**config.mk**
```make
export PLATFORM = sky130hd
export DESIGN_NAME = miter_lockstep_cmp
export DESIGN_NICKNAME = d
export VERILOG_FILES = /design/src/rtl/miter_lockstep_cmp.sv
export SDC_FILE = /design/constraint.sdc
export NUM_CORES = 1
export LEC_CHECK = 0
export CAP_MARGIN = 15
export CORE_AREA = 2 2 461 463
export CTS_BUF_LIST = sky130_fd_sc_hd__clkbuf_4 sky130_fd_sc_hd__clkbuf_8
export CTS_CLUSTER_SIZE = 14
export DETAILED_ROUTE_END_ITERATION = 12
export DIE_AREA = 0 0 463 465
export PLACE_DENSITY_LB_ADDON = 0.1
export SKIP_LAST_GASP = 1
export SYNTH_ARGS = -nofsm -noshare
export SYNTH_HDL_FRONTEND = slang
export SYNTH_SLANG_ARGS = --single-unit
```
**constraint.sdc**
```tcl
create_clock -name clk_i -period 3.2 [get_ports clk_i]
set_input_delay 0.64 -clock clk_i [delete_from_list [all_inputs] [get_ports clk_i]]
set_output_delay 0.64 -clock clk_i [all_outputs]
set_load 0.02 [all_outputs]
```
**src/rtl/miter_lockstep_cmp.sv**
```systemverilog
// ---------------------------------------------------------------------------
// miter_lockstep_cmp
// Clocked output-equivalence checker placed beside a reference core and a
// unit-under-test core. The reference stream is aligned by REF_DELAY register
// stages, then compared channel by channel against the UUT stream once the
// post-reset warm-up window has elapsed. Reports a one-cycle mismatch pulse
// with a per-channel vector, a sticky fail flag, the details of the first
// failing compare and a saturating count of failing compares.
//
// Ports
//   clk_i           rising-edge clock
//   rst_i           synchronous active-high reset
//   ref_valid_i     reference sample valid
//   ref_data_i      reference channels, channel k at [k*CH_W +: CH_W]
//   uut_valid_i     UUT sample valid
//   uut_data_i      UUT channels, same packing
//   ch_mask_i       1 = channel excluded from compare
//   clear_i         clears sticky, capture, counter and pulse outputs
//   mismatch_o      mismatch detected on the previous cycle
//   mismatch_vec_o  per-channel mismatch bits of that cycle
//   fail_o          sticky: any mismatch since reset or clear
//   first_ch_o      lowest mismatching channel of the first failure
//   first_cycle_o   cycle stamp of the first failure
//   first_ref_o     aligned reference value of first_ch_o at first failure
//   first_uut_o     UUT value of first_ch_o at first failure
//   mismatch_cnt_o  saturating count of failing compare cycles
//   warm_o          warm-up window has elapsed
// ---------------------------------------------------------------------------
module miter_lockstep_cmp #(
   parameter int NUM_CH    = 16,
   parameter int CH_W      = 32,
   parameter int REF_DELAY = 0,
   parameter int WARMUP    = 4,
   parameter int CNT_W     = 16
) (
   input  logic                   clk_i,
   input  logic                   rst_i,
   input  logic                   ref_valid_i,
   input  logic [NUM_CH*CH_W-1:0] ref_data_i,
   input  logic                   uut_valid_i,
   input  logic [NUM_CH*CH_W-1:0] uut_data_i,
   input  logic [NUM_CH-1:0]      ch_mask_i,
   input  logic                   clear_i,
   output logic                   mismatch_o,
   output logic [NUM_CH-1:0]      mismatch_vec_o,
   output logic                   fail_o,
   output logic [5:0]             first_ch_o,
   output logic [31:0]            first_cycle_o,
   output logic [CH_W-1:0]        first_ref_o,
   output logic [CH_W-1:0]        first_uut_o,
   output logic [CNT_W-1:0]       mismatch_cnt_o,
   output logic                   warm_o
);

   localparam int         DW       = NUM_CH * CH_W;
   localparam logic [7:0] WARMUP_C = 8'(WARMUP);
   localparam logic [5:0] LAST_CH  = 6'(NUM_CH - 1);

   logic [DW-1:0]     ref_a_s;
   logic              ref_va_s;
   logic [NUM_CH-1:0] vec_s;
   logic              mis_s;
   logic [5:0]        idx_s;
   logic [CH_W-1:0]   sel_ref_s;
   logic [CH_W-1:0]   sel_uut_s;

   logic [7:0]        warm_cnt_r;
   logic              warm_r;
   logic [31:0]       cyc_r;
   logic              mismatch_r;
   logic [NUM_CH-1:0] vec_r;
   logic              fail_r;
   logic [5:0]        first_ch_r;
   logic [31:0]       first_cycle_r;
   logic [CH_W-1:0]   first_ref_r;
   logic [CH_W-1:0]   first_uut_r;
   logic [CNT_W-1:0]  cnt_r;

   generate
      if (REF_DELAY == 0) begin : g_no_delay
         assign ref_a_s  = ref_data_i;
         assign ref_va_s = ref_valid_i;
      end else begin : g_delay
         logic [DW-1:0]        dly_data_r [REF_DELAY];
         logic [REF_DELAY-1:0] dly_valid_r;

         // Alignment shift register: advances every cycle, flushed by reset.
         always_ff @(posedge clk_i) begin
            if (rst_i) begin
               for (int i = 0; i < REF_DELAY; i++) begin
                  dly_data_r[i]  <= '0;
                  dly_valid_r[i] <= 1'b0;
               end
            end else begin
               dly_data_r[0]  <= ref_data_i;
               dly_valid_r[0] <= ref_valid_i;
               for (int i = 1; i < REF_DELAY; i++) begin
                  dly_data_r[i]  <= dly_data_r[i-1];
                  dly_valid_r[i] <= dly_valid_r[i-1];
               end
            end
         end

         assign ref_a_s  = dly_data_r[REF_DELAY-1];
         assign ref_va_s = dly_valid_r[REF_DELAY-1];
      end
   endgenerate

   // Mismatch detection for the current cycle plus lowest-channel selection.
   always_comb begin
      vec_s     = '0;
      mis_s     = 1'b0;
      idx_s     = LAST_CH;
      sel_ref_s = ref_a_s[(NUM_CH-1)*CH_W +: CH_W];
      sel_uut_s = uut_data_i[(NUM_CH-1)*CH_W +: CH_W];
      if (warm_r && (ref_va_s != uut_valid_i)) begin
         // Valid skew fails every unmasked channel; data is ignored. With all
         // channels masked it still counts as a mismatch (on the last channel).
         vec_s = ~ch_mask_i;
         mis_s = 1'b1;
      end else if (warm_r && ref_va_s && uut_valid_i) begin
         for (int k = 0; k < NUM_CH; k++) begin
            vec_s[k] = !ch_mask_i[k] &&
                       (ref_a_s[k*CH_W +: CH_W] != uut_data_i[k*CH_W +: CH_W]);
         end
         mis_s = |vec_s;
      end else begin
         vec_s = '0;
         mis_s = 1'b0;
      end
      // Descending scan so the lowest set channel is the one that remains.
      for (int k = NUM_CH - 1; k >= 0; k--) begin
         if (vec_s[k]) begin
            idx_s     = 6'(k);
            sel_ref_s = ref_a_s[k*CH_W +: CH_W];
            sel_uut_s = uut_data_i[k*CH_W +: CH_W];
         end else begin
         end
      end
   end

   // Warm-up window and free-running saturating cycle stamp.
   always_ff @(posedge clk_i) begin
      if (rst_i) begin
         warm_cnt_r <= 8'd0;
         warm_r     <= 1'b0;
         cyc_r      <= 32'd0;
      end else begin
         if (warm_cnt_r == WARMUP_C) begin
            warm_r <= 1'b1;
         end else begin
            warm_cnt_r <= warm_cnt_r + 8'd1;
         end
         if (cyc_r != 32'hFFFF_FFFF) begin
            cyc_r <= cyc_r + 32'd1;
         end else begin
            cyc_r <= cyc_r;
         end
      end
   end

   // Result pulse, sticky flag, first-failure capture and failure counter.
   always_ff @(posedge clk_i) begin
      if (rst_i || clear_i) begin
         mismatch_r    <= 1'b0;
         vec_r         <= '0;
         fail_r        <= 1'b0;
         first_ch_r    <= 6'd0;
         first_cycle_r <= 32'd0;
         first_ref_r   <= '0;
         first_uut_r   <= '0;
         cnt_r         <= '0;
      end else begin
         mismatch_r <= mis_s;
         vec_r      <= vec_s;
         if (mis_s) begin
            fail_r <= 1'b1;
            if (!fail_r) begin
               first_ch_r    <= idx_s;
               first_cycle_r <= cyc_r;
               first_ref_r   <= sel_ref_s;
               first_uut_r   <= sel_uut_s;
            end else begin
               first_ch_r <= first_ch_r;
            end
            if (cnt_r != {CNT_W{1'b1}}) begin
               cnt_r <= cnt_r + {{(CNT_W-1){1'b0}}, 1'b1};
            end else begin
               cnt_r <= cnt_r;
            end
         end else begin
            fail_r <= fail_r;
         end
      end
   end

   assign mismatch_o     = mismatch_r;
   assign mismatch_vec_o = vec_r;
   assign fail_o         = fail_r;
   assign first_ch_o     = first_ch_r;
   assign first_cycle_o  = first_cycle_r;
   assign first_ref_o    = first_ref_r;
   assign first_uut_o    = first_uut_r;
   assign mismatch_cnt_o = cnt_r;
   assign warm_o         = warm_r;

endmodule

```
# Yosys cells after proc, flatten, opt, wreduce, memory -nomap -nowiden
# Index checks and enable logic that the tools add are counted.
# totals
in_bits	1045
wordCells	124
output_inout_bits	137
regBits	177
# classes
add_sub_neg	3
n_eq_ne	20
bitwise_logic	2
n_mux	49
reduce_logical	39
# ops
op	count
2-to-1 mux 32 bit	30
inequality test 32 bit	16
2-to-1 mux 6 bit	14
adder 32 x 1 -> 32 bit, second input constant	1
2-to-1 mux 16 bit	2
inequality test 32 bit, second input constant	1
logical AND 1 bit	19
adder 16 x 1 -> 16 bit, second input constant	1
zero test 1 bit	16
inequality test 16 bit, second input constant	1
inverter 16 bit	1
OR reduction 16 bit	1
adder 8 x 1 -> 8 bit, second input constant	1
== test 8 x 3 -> 1 bit, second input constant	1
AND reduction 2 bit	2
2-to-1 mux 1 bit	3
logical OR 1 bit	1
inequality test 1 bit	1
inverter 1 bit	1

# Longest topological paths before layout
# logic_depth
word_depth	19
mapped_depth	13
depth_no_buf	9

# Least setup slack after synthesis
# Ideal clock, no wire load.
# synth_timing
path_type	input port to flip-flop
from	in uut_data_i[177]
to	reg first_uut_r[10], in the netlist first_uut_o[10]
setup_slack_ns	0.274
path_buffers	2
path_stages	11
setup_time_ns	0.116
required_ns	3.084
arrival_ns	2.811
cell_sequence	xor2_1 nor4_1 nand2_1 or3_1 a2111oi_0 and4_1 a211oi_1 buf_6 buf_4 mux2i_1 a31o_1
# synth_between
elab_chain_len	10
elab_cells_between_ends	14
classes_between	eq/ne: 1; mux: 10; reduce/logical: 3
# synth_rtl
item	line	rtl
start, declared	41	input logic [NUM_CH*CH_W-1:0] uut_data_i,
inequality test 32 bit (*)	124	(ref_a_s[k*CH_W +: CH_W] != uut_data_i[k*CH_W +: CH_W]);
logical AND 1 bit (*)	123	vec_s[k] = !ch_mask_i[k] &&
2-to-1 mux 16 bit	121	end else if (warm_r && ref_va_s && uut_valid_i) begin
2-to-1 mux 16 bit	116	if (warm_r && (ref_va_s != uut_valid_i)) begin
2-to-1 mux 32 bit (6 in series)	133	if (vec_s[k]) begin
end signal, assigned	182	first_uut_r <= sel_uut_s;
end, declared	76	logic [CH_W-1:0] first_uut_r;
# Mark *: on every way between the ends. The rest lies on a longest branch, timed or not.
# A chain may end at the register's enable or synchronous reset.

# Worst setup path after layout
# layout_timing
from	in ref_data_i[448]
to	reg first_ref_r[21], in the netlist first_ref_o[21]
# layout_between
elab_chain_len	19
elab_cells_between_ends	23
classes_between	eq/ne: 1; mux: 19; reduce/logical: 3
# layout_rtl
item	line	rtl
start, declared	39	input logic [NUM_CH*CH_W-1:0] ref_data_i,
inequality test 32 bit (*)	124	
logical AND 1 bit (*)	123	
2-to-1 mux 16 bit	121	
2-to-1 mux 16 bit	116	
2-to-1 mux 32 bit (15 in series)	133	
end signal, assigned	181	first_ref_r <= sel_ref_s;
end, declared	75	logic [CH_W-1:0] first_ref_r;
# Marks and branches as above.

==> flow_summary.json <==
{
  "outcome": "complete, but fails checks",
  "failed_checks": "setup timing",
  "antenna_found_initial": 272,
  "synth_seq_area_share": 0.155,
  "vias": 36000,
  "met1_length_um": 127000,
  "drive_gt1_frac": 0.386,
  "finalWorstSetupSlack_ps": -160,
  "wl_met2_um": 151000,
  "period_minus_slack_ps": 3360,
  "clk-insertion-delay-late_ps": 670,
  "placed_cell_area_mm2": 0.0464,
  "globalplace.congestion": 0.956,
  "slowest_delay_ps": 420,
  "layout_commonest_cell": "buf_4",
  "layout_common_cells": "1132 x buf_4, 455 x clkdlybuf4s50_1, 436 x dlymetal6s2s_1, 232 x xnor2_1, 174 x dfxtp_1",
  "hold_path_class": "input port to flip-flop",
  "leakagePower_nw": 23.7,
  "grt_overflow_total": 0,
  "synth_edf_count": 0,
  "finClkSkew_ps": 40.3,
  "max_freq_ghz": 0.298,
  "worstPathRequired_ps": 3720,
  "drv_slew": 0,
  "wl_met3_um": 20000,
  "netlist_area_mm2": 0.0225,
  "num_rows": 169,
  "worst_setup_path_end_kind": "flip-flop",
  "post-route-util": 0.251,
  "die_y_um": 465,
  "path_common_cell": "buf_4",
  "grt_pass1_vias": 36100,
  "grt_max_degree": 91,
  "core_mm2": 0.211,
  "grt_usage": 0.277,
  "cts_buffers": 17,
  "tightest_slew_ps": 785,
  "wirelength_um": 315000,
  "drcViolationCount": 0,
  "routed_via_density": 4.49,
  "irDropWorstVdd_v": 0.000285,
  "fin_cells": 8033,
  "root_buffer": "clkbuf_8",
  "synth.distinct_cells": 72,
  "grt_pass1_wl_um": 389000,
  "async_flop_share": 0,
  "io_buffers": 1179,
  "path_cells": "buf_4 -> xor2_1 -> buf_4 -> nor4_4 -> nand4_1 -> buf_4 -> o311ai_4 -> buf_4 -> buf_12 -> buf_8 -> buf_6 -> mux2i_2 -> a211o_1 -> a311o_1 -> o2111ai_2 -> buf_6 -> a31o_1",
  "dp_hpwl_um": 274000,
  "relSlewSlack": 0.471,
  "cts.path.max_buffers": 2,
  "dp_cells": 7802,
  "cellPowerDensity_mw_per_mm2": 378,
  "cap_viol_max_count": 0,
  "ioPinCount": 1182,
  "hold_buffers": 0,
  "antenna_left": 0,
  "syn_inst": 2825,
  "layout.nets": 6133,
  "dr.pass1.iters": 6,
  "yosys_most_used_dff": "dfxtp_1",
  "dp_worst_setup_slack_ps": -2470,
  "finalHoldViolCount": 0,
  "cpMaxStageDelayCell": "nor4_4",
  "fin_area_mm2": 0.0530,
  "dieWidth_um": 463,
  "cts_tree": "built",
  "cp_max_fo": 6,
  "yosys_warnings": 0,
  "die_area_mm2": 0.215,
  "path_class": "input port to flip-flop",
  "drtIter0Drc": 2862,
  "critical-path-top-delay-family": "compound AO/OA/AOI/OAI gates",
  "ys_ff_latch": 175,
  "cp.arrival_ps": 3880,
  "highest_layer": "met5",
  "synth.avg_cell_area_um2": 7.98,
  "tns_ps": -1480,
  "setup_viol": 37,
  "fill_cells": 23300,
  "crit_buf_inv": 8,
  "cts.sinks": 175,
  "cts.clk_slew.worst_paths_ps": 130,
  "rsz0062_at_grt": "yes",
  "htreeDepth": 4,
  "period_share": 1.05,
  "syn2layout_area_growth_pct": 135,
  "start_kind": "input port",
  "start_util": 0.107,
  "wire_per_inst_um": 39.2
}
-- cells in the mapped netlist (64+ instances only) --
library cell  count  area (um2)
nand4_1         103         644
a31oi_1          66         413
nand3_1         156         781
nor4_1           66         413
nor2_1          113         424
o21ai_0          81         405
o221ai_1         64         561
clkbuf_1        123         462
dfxtp_1         175        3500
xnor2_1         352        3080
o22ai_1         129         807
a311o_1          65         651
nand2_1         167         627
o2bb2ai_1        64         561
mux2i_1         169        1690
a21oi_1         158         791
xor2_1          196        1720
-- state kept, by name, indices dropped and copies added, names as in the netlist --
name	count
fail_o	1
mismatch_vec_o	16
first_uut_o	32
first_ch_o	4
mismatch_o	1
first_cycle_o	32
first_ref_o	32
warm_o	1
cyc_r	32
warm_cnt_r	8
mismatch_cnt_o	16
-- cells by family (layout without fill, tap and decap cells) --
group	after synthesis	in the layout	share of synthesized area
flops	175	175	0.155
mux	171	171	0.0761
simple gates	686	686	0.153
compound gates	981	981	0.319
fa+ha+maj	4	4	0.00222
other cells	1	117	0.000166
buf+inv	259	2530	0.0816
xor+xnor	548	548	0.213
-- through the flow --
step	hold slack (ps)	power, mW
after floorplan	467	6.73
after global placement	475	15.9
after detailed placement	479	15.9
after CTS	498	19.5
after global routing	469	20.7
final	469	20.0
-- worst paths after layout --
check	endpoint	start	slack, ps	depth (start not counted)
min	mismatch_vec_o[15]	uut_valid_i	470	3
min reg2reg	first_ch_o[1]	first_ch_o[1]	500	2
max reg2reg	first_ch_o[0]	warm_o	140	18
max	first_ref_o[21]	ref_data_i[448]	-160	17
-- timing repair --
action / 4_1_cts / 5_1_grt
setup endpoints to repair: 120 / 117
setup buffers: 41 / 32
resized for setup: 750 / 996
cloned: 19 / 15
hold endpoints to repair: 0 / 0
pin swaps: 176 / 344
-- power by group --
group	internal [mW]	switching, mW
Clock	0.632	1.31
Combinational	7.04	8.66
Sequential	2.26	0.0990
Total	9.93	10.1
-- worst min-delay path, cell delays in order --
cell            delay (ps)
dlymetal6s2s_1         160
buf_4                  180
a311oi_1                80
-- cell type report --
cell class	count	area [um2]	share of cell area
timing repair buffer	2491	24000	0.452
multi-input combinational	2392	21200	0.400
tap	2821	3530	0.0666
sequential	175	3510	0.0662
antenna	115	288	0.00543
clock buffer	17	234	0.00442
clock inverter	15	219	0.00413
inverter	7	26.3	0.000496
-- per-layer routing --
layer  global-route usage  vias up
met4                0.114       84
met3               0.0589      605
met1                0.331    17700
li1                     -    15700
met2                0.481     2005
met5                    0        -
Power figures use the tool's default switching activity.
